--- src/rtl/mux_scan_ctrl.sv ---
// Scan sequencer for a 4:1 mux: steps the select through 00..11, settles, samples and packs the word.
// Optional free-running mode: define MUX_SCAN_CONTINUOUS_EN.
module mux_scan_ctrl #(
    parameter int unsigned SETTLE_CYCLES = 2
) (
    input  logic       clk,
    input  logic       rst,
    input  logic       start,
    input  logic       o,
    output logic [1:0] s,
    output logic       busy,
    output logic       done,
    output logic [3:0] data
);

    typedef enum logic [1:0] {
        IDLE,
        SETTLE,
        SAMPLE,
        DONE
    } state_t;

    localparam logic [3:0] CNT_LAST = 4'(SETTLE_CYCLES - 1);

    state_t     state, state_n;
    logic [1:0] s_n;
    logic [3:0] cnt, cnt_n;
    logic [3:0] shadow, shadow_n;
    logic [3:0] data_n;

    always_ff @(posedge clk or posedge rst) begin
        if (rst) begin
            state  <= IDLE;
            s      <= '0;
            cnt    <= '0;
            shadow <= '0;
            data   <= '0;
        end else begin
            state  <= state_n;
            s      <= s_n;
            cnt    <= cnt_n;
            shadow <= shadow_n;
            data   <= data_n;
        end
    end

    always_comb begin
        state_n  = state;
        s_n      = s;
        cnt_n    = cnt;
        shadow_n = shadow;
        data_n   = data;
        busy     = (state != IDLE);
        done     = (state == DONE);
        case (state)
            IDLE: begin
                s_n = '0;
                if (start) begin
                    state_n = SETTLE;
                    cnt_n   = '0;
                end
            end
            SETTLE: begin
                cnt_n = cnt + 4'd1;
                if (cnt == CNT_LAST)
                    state_n = SAMPLE;
            end
            SAMPLE: begin
                shadow_n[s] = o;
                if (s == 2'b11) begin
                    // Last channel is folded in directly so data sees this edge's sample.
                    data_n  = {o, shadow[2:0]};
                    state_n = DONE;
                end else begin
                    s_n     = s + 2'd1;
                    cnt_n   = '0;
                    state_n = SETTLE;
                end
            end
            DONE: begin
                s_n = '0;
`ifdef MUX_SCAN_CONTINUOUS_EN
                cnt_n   = '0;
                state_n = SETTLE;
`else
                state_n = IDLE;
`endif
            end
            default: state_n = IDLE;
        endcase
    end

endmodule

--- config.mk ---
export PLATFORM = sky130hd
export DESIGN_NAME = mux_scan_ctrl
export DESIGN_NICKNAME = d
export VERILOG_FILES = /design/src/rtl/mux_scan_ctrl.sv
export SDC_FILE = /design/constraint.sdc
export NUM_CORES = 1
export LEC_CHECK = 0
export BUFFER_PORTS_ARGS = -buffer_cell sky130_fd_sc_hd__buf_2
export CAP_MARGIN = 20
export CORE_MARGIN = 8
export CORE_UTILIZATION = 45
export CTS_CLUSTER_SIZE = 16
export DETAILED_ROUTE_END_ITERATION = 12
export PLACE_DENSITY_LB_ADDON = 0.1
export SLEW_MARGIN = 5
export SYNTH_ARGS = -nofsm -noshare
export SYNTH_HDL_FRONTEND = slang
export SYNTH_SLANG_ARGS = --single-unit
--- constraint.sdc ---
create_clock -name clk -period 4.1 [get_ports clk]
set_input_delay 0 -clock clk [delete_from_list [all_inputs] [get_ports clk]]
set_output_delay 0 -clock clk [all_outputs]
set_load 0.1 [all_outputs]
==> metrics.txt <==
M1 GR Usage 14.6%; GR Util met2 13.9%; Cell Area, Synth 896 sq um; commonest non-fill, non-tap cells in the layout nand2_1 (19), dfrtp_1 (15), ha_1 (11), buf_2 (11), inv_1 (10); met3 Track Usage GR between 2 and 3%; Clock Skews between 6 and 7 ps; ANT cells 0; # DRC 0; Critical Path RT 4300 ps; Crit Path Category reg -> reg; worst path arrival time 1850 ps; Critical R2R Launch state[0]; Clock Pin Slew Worst Setup and Hold Paths 90 ps; nets roughly 120; CTS tree yes; Starting Density 46.6%; vias 615; clock sink count 15; reg2reg path depth 5; multi-input logic area 467 sq um; initial antenna violation count 0; WL/cell around 12 microns; clock root buffer master clkbuf_4; Initial DRC Count 11; layout cells sized above 1 23.8%; syn_nets 101; fillers 186; Final Hold Fails 0; Max Root-Sink Buffers 2; worst path bufs/invs 1; register area share after synthesis about two fifths; Post-CTS Repair Setup Buffers 0; part of the cycle the worst path needs 40.4%; Final setup viols 0; Worst Tran Pin Value approximately 580 ps; Levels on crit path 5; Die Y 60.6 microns; Max stage delay cell, worst path and2_1; cts hold-fix bufs 2; H-tree depth 1; HP Class in -> reg; critical path's largest stage delay 470 ps; Sequential Area 375 sq um; r2r setup slk 2440 ps; vias per cell about 4.8; I/O Buffers 11; All-Layer GR Usage between 10% and 20%; number of cells produced by synthesis 86; vias in the first global route 602; mean post-synth cell area 10.4 sq um; cts repair resizes 0; Die X slightly above 60 microns; RSZ-0062 raised after global routing no; die area 3670 sq um; Area contributors post-synth dfrtp_1 (42%), ha_1 (15%), nand2_1 (8.0%); crit path to cnt[2]; crit-path leading delay family simple AND/OR/NAND/NOR gates; Synth top area share approximately two fifths; Worst-Skew Late Latency 280 ps; Yosys cell types 26; Pins Over Slew Limit 0; slew margin rel. 61.1%; CP Launch Point state[0]; IO Pins 12; total core area between 1500 and 2000 sq um; DRT Wirelength about 1.6 mm; total grt overflow 0; largest net degree at the start of global routing 16; Yosys top cell by area dfrtp_1; DR pass1 iterations 4; worst path cell trace inv_1 -> ha_1 -> and2_1 -> nor3_4 -> o221ai_1; commonest non-fill, non-tap cell in the layout nand2_1; R2R Path End cnt[2]; GR peak layer met1; yosys warns 0; Final GP Congestion 0.754; area grow syn2layout 13.4%; status complete, no violations; count of maximum capacitance violations 0; row cnt 16; post-layout min period 1660 ps; hpwl dp 1.21 mm; CP Launch Type flip-flop; FMAX about 0.6 GHz; type of destination of the critical path flip-flop; Seq cells post-synth 15; CP Max Fanout 10; Inserted Clock Buffers 3; setup TNS 0 ps; post-route ant nets 0; first-pass GRT wire length 2.82 mm
[per-stage QoR]
step                util, %  setup slack [ps]  hold WS (ps)  instances  instance area (sq um)
floorplan                 -              2200         -98.5         86                    896
global placement       50.4              2540          98.0        122                    968
detailed placement     50.4              2470           108        122                    968
CTS                    52.9              2450           108        128                   1020
global route           52.9              2340           148        128                   1020
finish                 52.9              2440           123        128                   1020
[cell families after synthesis]
group	count (synthesis)	synth area share, %
buf+inv	12	6.01
mux	6	7.12
flops	15	41.9
fa+ha+maj	11	15.4
compound gates	9	10.1
simple gates	33	19.6
[final cells by class]
class                           instances  share of cell area (%)
Clock buffer                            3                    2.22
Clock inverter                          1                   0.493
Inverter                               10                    3.69
Multi-Input combinational cell         59                    45.9
Sequential cell                        15                    36.9
Tap cell                               27                    3.33
Timing Repair Buffer                   13                    7.39
[flip-flops by register name, indices dropped and copies added, names as in the netlist]
register	cells
s	2
state	2
cnt	4
data	4
shadow	3
[synth_stat cells (all sizes together)]
master   number
nand4         2
mux2i         3
dfrtp        15
nor3          1
inv          10
o21ai         2
nand3         1
and3b         1
buf           2
o31ai         1
o22ai         1
a211oi        1
and2          1
mux2          3
nand4b        1
nand2        19
or3b          1
and2b         1
nor2          2
a21oi         1
o221ai        1
ha           11
nand2b        3
a2111oi       1
o2bb2ai       1
[worst min-delay path, delay by kind of cell]
family	cells	cell delay, ps
simple gates	2	210
buf+inv	1	80
compound gates	1	80
[layer usage]
layer	up-vias	routed length (microns)
li1	318	-
met1	288	811
met2	7	716
met3	2	51
met4	0	17
met5	-	0
[worst min path at each step]
| stage | end | depth (start not counted) | startpoint | slack [ps] |
|---|---|---|---|---|
| global placement | state[0] | 2 | rst | 100 |
| global route | cnt[2] | 4 | start | 150 |
| floorplan | cnt[0] | 1 | rst | -100 |
| finish | cnt[2] | 4 | start | 120 |
| detailed placement | cnt[2] | 2 | rst | 110 |
| CTS | cnt[2] | 4 | start | 110 |
Power is not shown: default switching activity piles up to over one toggle a cycle in this logic, so the estimate is an artifact.
